==> config.mk <==
export PLATFORM = sky130hd
export DESIGN_NAME = uart_rx_fifo_flat
export DESIGN_NICKNAME = d
export VERILOG_FILES = /design/src/rtl/uart_rx_fifo_if.sv /design/src/rtl/uart_rx_fifo.sv /design/src/flat_wrapper.sv
export SDC_FILE = /design/constraint.sdc
export NUM_CORES = 1
export LEC_CHECK = 0
export CORE_MARGIN = 5
export CORE_UTILIZATION = 30
export DETAILED_ROUTE_END_ITERATION = 10
export PLACE_DENSITY = 0.51
export SLEW_MARGIN = 20
export SYNTH_ARGS = -nofsm -noshare
export SYNTH_HDL_FRONTEND = slang
export SYNTH_SLANG_ARGS = --single-unit
export TNS_END_PERCENT = 1
==> constraint.sdc <==
create_clock -name clk -period 2.99 [get_ports clk]
set_input_delay 0.7475 -clock clk [delete_from_list [all_inputs] [get_ports clk]]
set_output_delay 0.7475 -clock clk [all_outputs]
set_load 0.03 [all_outputs]
==> src/rtl/uart_rx_fifo_if.sv <==
// Bus of uart_rx_fifo: serial line and FIFO pop in, FIFO head and status pulses out.
interface uart_rx_fifo_if;
    logic       rx_i;
    logic       rd_en_i;
    logic [7:0] data_o;
    logic       fifo_empty_o;
    logic       fifo_full_o;
    logic       frame_error_o;
    logic       overrun_o;

    modport master (
        output rx_i, rd_en_i,
        input  data_o, fifo_empty_o, fifo_full_o, frame_error_o, overrun_o
    );
    modport slave (
        input  rx_i, rd_en_i,
        output data_o, fifo_empty_o, fifo_full_o, frame_error_o, overrun_o
    );
endinterface

==> src/rtl/uart_rx_fifo.sv <==
// 8N1 UART receiver with oversampled mid-bit sampling feeding a first-word-fall-through FIFO.
// Framing errors and overruns are reported as single-cycle pulses.
module uart_rx_fifo #(
    parameter real CLK_FREQ       = 20e6,
    parameter real BAUD           = 115.2e3,
    parameter int  OVERSAMPLE     = 16,
    parameter int  FIFO_ADDR_BITS = 3
) (
    input  logic          clk,
    input  logic          rst,
    uart_rx_fifo_if.slave bus
);
    localparam int          DIV_R = int'(CLK_FREQ / (BAUD * real'(OVERSAMPLE)));
    localparam int unsigned DIV   = (DIV_R < 1) ? 1 : DIV_R;
    localparam int unsigned DIV_W = (DIV > 1) ? $clog2(DIV) : 1;
    localparam int unsigned SC_W  = $clog2(OVERSAMPLE);
    localparam int unsigned AW    = FIFO_ADDR_BITS;
    localparam int unsigned CW    = FIFO_ADDR_BITS + 1;
    localparam int unsigned DEPTH = 2 ** FIFO_ADDR_BITS;
    localparam logic [SC_W-1:0] SC_HALF = SC_W'(OVERSAMPLE / 2 - 1);
    localparam logic [SC_W-1:0] SC_LAST = SC_W'(OVERSAMPLE - 1);

    typedef enum logic [1:0] {IDLE, START, DATA, STOP} state_t;

    logic             sync1_q, rx_s, rx_p;
    logic [DIV_W-1:0] div_cnt_q;
    logic             tick_c, start_c;
    state_t           state_q, state_d;
    logic [SC_W-1:0]  sc_q, sc_d;
    logic [3:0]       bc_q, bc_d;
    logic [7:0]       shreg_q, shreg_d;
    logic             push_c, ferr_c, ovr_c, pop_c;

    logic [7:0]       mem [DEPTH];
    logic [AW-1:0]    wr_ptr_q, rd_ptr_q, rd_nxt_c;
    logic [CW-1:0]    count_q, count_d;
    logic [7:0]       data_q, head_c;
    logic             empty_q, full_q, ferr_q, ovr_q;

    // Two-flop synchronizer plus one delayed copy for falling-edge detection
    always_ff @(posedge clk or posedge rst) begin
        if (rst) begin
            sync1_q <= 1'b1;
            rx_s    <= 1'b1;
            rx_p    <= 1'b1;
        end else begin
            sync1_q <= bus.rx_i;
            rx_s    <= sync1_q;
            rx_p    <= rx_s;
        end
    end

    // Oversample tick; restarted on start detection so the phase follows the line
    assign tick_c = (div_cnt_q == DIV_W'(DIV - 1));

    always_ff @(posedge clk or posedge rst) begin
        if (rst)                   div_cnt_q <= '0;
        else if (start_c || tick_c) div_cnt_q <= '0;
        else                       div_cnt_q <= div_cnt_q + DIV_W'(1);
    end

    always_ff @(posedge clk or posedge rst) begin
        if (rst) begin
            state_q <= IDLE;
            sc_q    <= '0;
            bc_q    <= '0;
            shreg_q <= '0;
        end else begin
            state_q <= state_d;
            sc_q    <= sc_d;
            bc_q    <= bc_d;
            shreg_q <= shreg_d;
        end
    end

    always_comb begin
        state_d = state_q;
        sc_d    = sc_q;
        bc_d    = bc_q;
        shreg_d = shreg_q;
        start_c = 1'b0;
        push_c  = 1'b0;
        ferr_c  = 1'b0;
        ovr_c   = 1'b0;
        unique case (state_q)
            IDLE: begin
                // Requires a high-to-low transition, so a held break never re-triggers
                if (rx_p && !rx_s) begin
                    start_c = 1'b1;
                    state_d = START;
                    sc_d    = '0;
                end
            end
            START: begin
                if (tick_c) begin
                    if (sc_q == SC_HALF) begin
                        if (!rx_s) begin
                            state_d = DATA;
                            sc_d    = '0;
                            bc_d    = '0;
                        end else begin
                            state_d = IDLE;
                        end
                    end else begin
                        sc_d = sc_q + SC_W'(1);
                    end
                end
            end
            DATA: begin
                if (tick_c) begin
                    if (sc_q == SC_LAST) begin
                        shreg_d = {rx_s, shreg_q[7:1]};
                        sc_d    = '0;
                        bc_d    = bc_q + 4'd1;
                        if (bc_q == 4'd7) state_d = STOP;
                    end else begin
                        sc_d = sc_q + SC_W'(1);
                    end
                end
            end
            STOP: begin
                if (tick_c) begin
                    if (sc_q == SC_LAST) begin
                        state_d = IDLE;
                        if (!rx_s)                          ferr_c = 1'b1;
                        else if (!full_q || bus.rd_en_i)   push_c = 1'b1;
                        else                               ovr_c  = 1'b1;
                    end else begin
                        sc_d = sc_q + SC_W'(1);
                    end
                end
            end
            default: state_d = IDLE;
        endcase
    end

    // FIFO bookkeeping; the head register is preloaded so data_o is valid the cycle after a push/pop
    assign pop_c    = bus.rd_en_i && !empty_q;
    assign rd_nxt_c = pop_c ? rd_ptr_q + AW'(1) : rd_ptr_q;
    assign head_c   = (push_c && (wr_ptr_q == rd_nxt_c)) ? shreg_q : mem[rd_nxt_c];

    always_comb begin
        count_d = count_q;
        if (push_c && !pop_c)      count_d = count_q + CW'(1);
        else if (!push_c && pop_c) count_d = count_q - CW'(1);
    end

    always_ff @(posedge clk) begin
        if (push_c) mem[wr_ptr_q] <= shreg_q;
    end

    always_ff @(posedge clk or posedge rst) begin
        if (rst) begin
            wr_ptr_q <= '0;
            rd_ptr_q <= '0;
            count_q  <= '0;
            data_q   <= '0;
            empty_q  <= 1'b1;
            full_q   <= 1'b0;
            ferr_q   <= 1'b0;
            ovr_q    <= 1'b0;
        end else begin
            if (push_c) wr_ptr_q <= wr_ptr_q + AW'(1);
            rd_ptr_q <= rd_nxt_c;
            count_q  <= count_d;
            data_q   <= head_c;
            empty_q  <= (count_d == '0);
            full_q   <= (count_d == CW'(DEPTH));
            ferr_q   <= ferr_c;
            ovr_q    <= ovr_c;
        end
    end

    assign bus.data_o        = data_q;
    assign bus.fifo_empty_o  = empty_q;
    assign bus.fifo_full_o   = full_q;
    assign bus.frame_error_o = ferr_q;
    assign bus.overrun_o     = ovr_q;
endmodule

==> src/flat_wrapper.sv <==
// flat-port wrapper written by rule: the top's interface ports become plain ports
module uart_rx_fifo_flat 
#(
    parameter real CLK_FREQ       = 20e6,
    parameter real BAUD           = 115.2e3,
    parameter int  OVERSAMPLE     = 16,
    parameter int  FIFO_ADDR_BITS = 3
)
  (clk, rst, bus_rx_i, bus_rd_en_i, bus_data_o, bus_fifo_empty_o, bus_fifo_full_o, bus_frame_error_o, bus_overrun_o);
  uart_rx_fifo_if bus_i ();
  input  logic clk;
  input  logic rst;
  input wire logic [$bits(bus_i.rx_i)-1:0] bus_rx_i;
  input wire logic [$bits(bus_i.rd_en_i)-1:0] bus_rd_en_i;
  output wire logic [$bits(bus_i.data_o)-1:0] bus_data_o;
  output wire logic [$bits(bus_i.fifo_empty_o)-1:0] bus_fifo_empty_o;
  output wire logic [$bits(bus_i.fifo_full_o)-1:0] bus_fifo_full_o;
  output wire logic [$bits(bus_i.frame_error_o)-1:0] bus_frame_error_o;
  output wire logic [$bits(bus_i.overrun_o)-1:0] bus_overrun_o;
  assign bus_i.rx_i = bus_rx_i;
  assign bus_i.rd_en_i = bus_rd_en_i;
  assign bus_data_o = bus_i.data_o;
  assign bus_fifo_empty_o = bus_i.fifo_empty_o;
  assign bus_fifo_full_o = bus_i.fifo_full_o;
  assign bus_frame_error_o = bus_i.frame_error_o;
  assign bus_overrun_o = bus_i.overrun_o;
  uart_rx_fifo #(.CLK_FREQ(CLK_FREQ), .BAUD(BAUD), .OVERSAMPLE(OVERSAMPLE), .FIFO_ADDR_BITS(FIFO_ADDR_BITS)) u_core (.clk(clk), .rst(rst), .bus(bus_i));
endmodule
======== Word level (Yosys, flattened, before mapping) ========
Memory sizes are Yosys's and may differ from the RTL's. A register that Yosys moved wholly into a read port is not among the register bits.
Cells that the tools add are included.
operators by class
  add/sub/neg operators ................... 7
  $mul .................................... 0
  divide/modulo/power cells ............... 0
  $lt $le $gt $ge ......................... 0
  eq/ne operators ......................... 19
  shift operators ......................... 0
  mux-type cells .......................... 46
  bitwise operators ....................... 0
  reduce and logical (&&, ||, !) cells .... 18
operators with widths
  operator             number
  $mux 4               15
  $mux 1               18
  $mux 2               9
  $add 4x1->4 const B  4
  $ne 2x1->1 const B   8
  $pmux 4 s4           1
  $eq 4x4->1 const B   3
  $reduce_and 6->1     2
  $eq 4x3->1 const B   2
  $pmux 2 s4           1
  $pmux 4 s2           1
  $reduce_and 8->1     1
  $add 3x1->3 const B  2
  $logic_not 1->1      5
  $eq 2x2->1 const B   2
  $logic_and 1x1->1    4
  $logic_not 4->1      1
  $ne 2x2->1 const B   2
  $sub 4x1->4 const B  1
  $mux 3               1
  $ne 3x3->1 const B   1
  $reduce_and 3->1     1
  $eq 2x1->1 const B   1
  $logic_not 2->1      1
  2 further kinds      3
storage, ports and cells
  flip-flop bits (word level) ............. 39
  latch bits .............................. 0
  bits in writable memories ............... 64
  bits in read-only memories .............. 0
  input port bits ......................... 4
  output and inout port bits .............. 12
  word-level logic and storage cells ...... 106
  memories kept ........................... 1
memories
  memory      depth  bits a word  rd ports  clocked after Yosys merged registers in  write ports  line                RTL
  u_core.mem  8      8            1         1                                        1            uart_rx_fifo.sv:34  logic [7:0] mem [DEPTH];

======== Logic depth before layout (Yosys ltp) ========
  word-level depth ........................ 12
  mapped depth ............................ 9

======== Least setup slack after synthesis ========
No wires, ideal clock.
  kind .................................... register to register
  start point ............................. register u_core.div_cnt_q[0]
  end point ............................... memory u_core.mem[1][0], enable pin
  library setup time ...................... 0.383 ns
  data arrival time ....................... 2.212 ns
  required time ........................... 2.607 ns
  slack ................................... 0.395 ns
  stages on the path, launching flop included .. 8
  buffers on the path ..................... 0
  period minus slack after synthesis ...... 2.595 ns
  cell sequence ........................... dfrtp_1 > inv_1 > ha_1 > nand3b_4 > or3_4 > nor2_1 > nand2_1 > nor3_1
between the ends
  longest elaborated chain between the ends .. 5
ends and longest elaborated chain
  what                          line                 RTL
  from (decl)                   uart_rx_fifo.sv:26   logic [DIV_W-1:0] div_cnt_q;
  from (signal assigned)        uart_rx_fifo.sv:59   else div_cnt_q <= div_cnt_q + DIV_W'(1);
  $eq 4x4->1                    uart_rx_fifo.sv:54   assign tick_c = (div_cnt_q == DIV_W'(DIV - 1));
  $mux 1                        uart_rx_fifo.sv:122  if (tick_c) begin
  $mux 1                        uart_rx_fifo.sv:85   unique case (state_q)
  $mux 1                        uart_rx_fifo.sv:149  if (push_c) mem[wr_ptr_q] <= shreg_q;
  $mux 1 (implied by the code)  uart_rx_fifo.sv:149
  to (decl)                     uart_rx_fifo.sv:34
No other way between the ends.

======== Worst setup path in the final report ========
  start point ............................. input port bus_rd_en_i
  end point ............................... register u_core.full_q, in the netlist u_core.bus.fifo_full_o
between the ends
  longest elaborated chain between the ends .. 11
  elaborated cells between the ends (all ways) .. 14
ends and longest elaborated chain
  what                         line                 RTL
  from (decl)                  flat_wrapper.sv:14   input wire logic [$bits(bus_i.rd_en_i)-1:0] bus_rd_en_i;
  $logic_or 1x1->1             uart_rx_fifo.sv:126  else if (!full_q || bus.rd_en_i) push_c = 1'b1;
  $mux 1                       uart_rx_fifo.sv:126
  $mux 1                       uart_rx_fifo.sv:125  if (!rx_s) ferr_c = 1'b1;
  $mux 1                       uart_rx_fifo.sv:123  if (sc_q == SC_LAST) begin
  $mux 1                       uart_rx_fifo.sv:122
  $mux 1                       uart_rx_fifo.sv:85
  $logic_not 1->1              uart_rx_fifo.sv:145  else if (!push_c && pop_c) count_d = count_q - CW'(1);
  $logic_and 1x1->1            uart_rx_fifo.sv:145
  $mux 4                       uart_rx_fifo.sv:145
  $mux 4 (*)                   uart_rx_fifo.sv:144  if (push_c && !pop_c) count_d = count_q + CW'(1);
  named net u_core.count_d[3]  uart_rx_fifo.sv:36   logic [CW-1:0] count_q, count_d;
  $eq 4x4->1 (*)               uart_rx_fifo.sv:168  full_q <= (count_d == CW'(DEPTH));
  to (signal assigned)         uart_rx_fifo.sv:168
  to (decl)                    uart_rx_fifo.sv:38   logic empty_q, full_q, ferr_q, ovr_q;
Mark *: on every way through the listed nets, which the timed path passes. The rest lies on a longest branch.
A chain may end at the register's enable or synchronous reset.

==> summary.md <==
| Metric | Value |
|---|---|
| Status | `finished, final reports clean` |
| Mapped Cells | `357` |
| Final Hold Viols | `0` |
| Max_cap viols | `0` |
| Worst slew pin tran | `790 ps` |
| Sw Ratio | `0.322` |
| Setup TNS Final | `0 ps` |
| Part of the power in registers | `0.386` |
| Num CTS Buffers | `9` |
| Reg clk slew, reported paths | `80 ps` |
| Hpwl dp | `6.95 mm` |
| Register area share after synthesis | `0.624` |
| Setup violations, final | `0` |
| Deepest clock path buffer count | `2` |
| Clock skew | `11.5 ps` |
| Clock Root Buffer | `clkbuf_16` |
| Max IR drop VDD | `0.000381 V` |
| DRT iter0 DRCs | `198` |
| Top_reg_cell synth | `edfxtp_1` |
| Syn_nets | `369` |
| Final core occ | `0.356` |
| Clock share of power | `0.264` |
| Min Hold Slack | `357 ps` |
| Worst setup SP type | `primary input` |
| Relative slew slack | `0.471` |
| RSZ-0062 raised after global routing | `false` |
| Worst skew pair latency | `350 ps` |
| Clk sinks | `111` |
| CTS tree | `done` |
| Setup Fix Bufs, Post-CTS | `0` |
| Commonest non-fill, non-tap cell in the layout | `edfxtp_1` |
| Power Density | `854 nW/um2` |
| Die width | `139 um` |
| Mapped Area | `4980 um2` |
| Ports | `16` |
| Psw | `1610 uW` |
| Initial antenna violation count | `0` |
| First-pass DRT Iterations | `4` |
| Min Tclk post-route | `2520 ps` |
| HP Class | `flip-flop to flip-flop` |
| Number of enable flip-flop cells after synthesis | `64` |
| Largest net degree at the start of global routing | `28` |
| Nets | `399` |
| Commonest non-fill, non-tap cells in the layout | `64 x edfxtp_1, 43 x dfrtp_1, 34 x nand2_1, 32 x nor2_1, 25 x mux2_2` |
| Fraction of registers with async set/reset | `0.423` |
| First-pass GRT wire length | `16.7 mm` |
| Netlist cell types | `49` |
| CP required | `3270 ps` |
| Leakage power | `0.00223 uW` |
| Worst-path fanout max | `14` |
| Fmax | `0.397 GHz` |
| Setup CP Type | `primary input to flip-flop` |
| Gpl congestion | `0.752` |
| FP Rows | `47` |
| DRC Markers | `0` |
| Detailed Route WL | `10.2 mm` |
| Post-DRT Antenna Nets | `0` |
| Tot GR Track Use | `0.111` |
| Hold buffers post-CTS | `0` |
| Slowest stage cell on the critical path | `clkdlybuf4s50_1` |
| Combinational Power Share | `0.350` |
| Vias per cell | `4.74` |
| Port bufs | `15` |
| Layout cells sized above 1 | `0.237` |
| Cell Int Power | `3380 uW` |
| Die area | `19300 um2` |
| Die height | `139 um` |
| Arrival time worst endpoint | `2800 ps` |
| Number of global-route vias before repair | `2886` |
| Antenna diodes | `0` |
| Max incr delay on CP | `530 ps` |
| WL per Instance | `16.7 um` |
| Tcrit/Tclk final | `0.843` |
| GRT overflow | `0` |
| Initial Util | `0.303` |
| Setup Slack @ Placement | `-124 ps` |
| Number of H-tree levels | `3` |
| Synthesized area per cell | `13.9 um2` |
| Post-CTS Resized | `0` |
| Ys Warns | `0` |
| Slew Limit Fails | `0` |
| Cell chain of the critical path | `clkdlybuf4s50_1 > and2b_4 > buf_4 > o31ai_1 > or4_1 > o21ai_2 > xor2_2 > and3_1` |
| Final WS setup | `469 ps` |
| Routed vias | `2899` |
| #FFs+latches synth | `111` |
| Area of the core | `16400 um2` |
| Layout overhead on the synthesized area | `17.3%` |
| Crit path capture type | `flip-flop` |
## cells in the mapped netlist, drive strengths merged, types with 2 or more instances
cell type  instances  share of area
inv                8         0.0060
dfstp              4          0.021
dfrtp             43           0.22
a21oi             14          0.014
nor3               5         0.0060
nand2             34          0.026
and3               2         0.0025
ha                 8          0.020
mux2i              2         0.0040
edfxtp            64           0.39
o221ai             8          0.014
o22ai              2         0.0025
nand3             14          0.017
xor2               5          0.010
xnor2              8          0.014
a22o               2         0.0035
nor2              32          0.024
o31ai              3         0.0045
mux2              25          0.057
clkbuf             9         0.0068
a31oi              2         0.0025
nand2b             7         0.0088
nand3b             3         0.0070
or3                4         0.0070
buf                6         0.0070
o21ai             10          0.011
mux4              16          0.072
nor2b              4         0.0050
## through the flow
| step | area, um2 | total power, uW | cells |
|---|---|---|---|
| CTS | 5830 | 5040 | 612 |
| detailed placement | 5500 | 3720 | 596 |
| floorplan | 4980 | 3240 | 357 |
| finish | 5840 | 4990 | 612 |
| global placement | 5500 | 3700 | 596 |
| global route | 5840 | 5290 | 612 |
## critical path: cells and delay by family
kind	cells	cell delay (ps)
AO/OA/AOI/OAI	2	280
AND/OR/NAND/NOR	3	820
XOR/XNOR	1	180
buffers and inverters	2	760
## cell families after synthesis
logic type / after synthesis / share of synthesized area
AOI/OAI and AO/OA: 48 / 0.0656
and+or+nand+nor: 111 / 0.113
buffers and inverters: 23 / 0.0199
adders and majority gates: 8 / 0.0201
DFF: 111 / 0.624
xor gates and xnor gates: 13 / 0.0244
muxes: 43 / 0.133
## layer usage
layer | vias to the layer above | share of wire | GRT usage
met5 | - | 0 | 0
met4 | 0 | 0.0098 | 0.0350
met3 | 5 | 0.037 | 0.0241
met2 | 50 | 0.49 | 0.178
met1 | 1457 | 0.46 | 0.152
li1 | 1387 | - | -
## flip-flops by register name (all words and copies together) (netlist names), 3 cells and up, named ones only
register and cells:
u_core.count_q 4, u_core.div_cnt_q 4, u_core.bus.data_o 8, u_core.rd_ptr_q 3
u_core.sc_q 4, u_core.mem 64, u_core.wr_ptr_q 3, u_core.bc_q 4
u_core.shreg_q 8
## layout make-up
cell class                      count  area, um2
Sequential cell                   111       3100
Inverter                            8       30.0
Tap cell                          220        275
Timing Repair Buffer               34        305
Fill cell                        1556      10600
Clock inverter                      5       87.6
Multi-Input combinational cell    223       1790
Clock buffer                       11        243
## path summary, 6_finish.rpt
path	slack, ps	cells past startpoint	to	start
max in group asynchronous	1630	3	u_core.rx_s	rst
min reg2reg	360	0	u_core.rx_s	u_core.sync1_q
min	360	0	u_core.rx_s	u_core.sync1_q
max reg2reg	610	7	u_core.mem[0][4]	u_core.div_cnt_q[0]
max	470	8	u_core.bus.fifo_full_o	bus_rd_en_i
min in group asynchronous	770	2	u_core.count_q[1]	rst
## power by group through the flow
stage	sequential (uW)	clock [uW]	combinational, uW
after floorplan	2000	0	1230
after global placement	1950	0	1740
after detailed placement	1950	0	1770
after CTS	1920	1350	1780
after global routing	1950	1410	1930
final	1920	1320	1750
(Power assumes the default switching activity.)
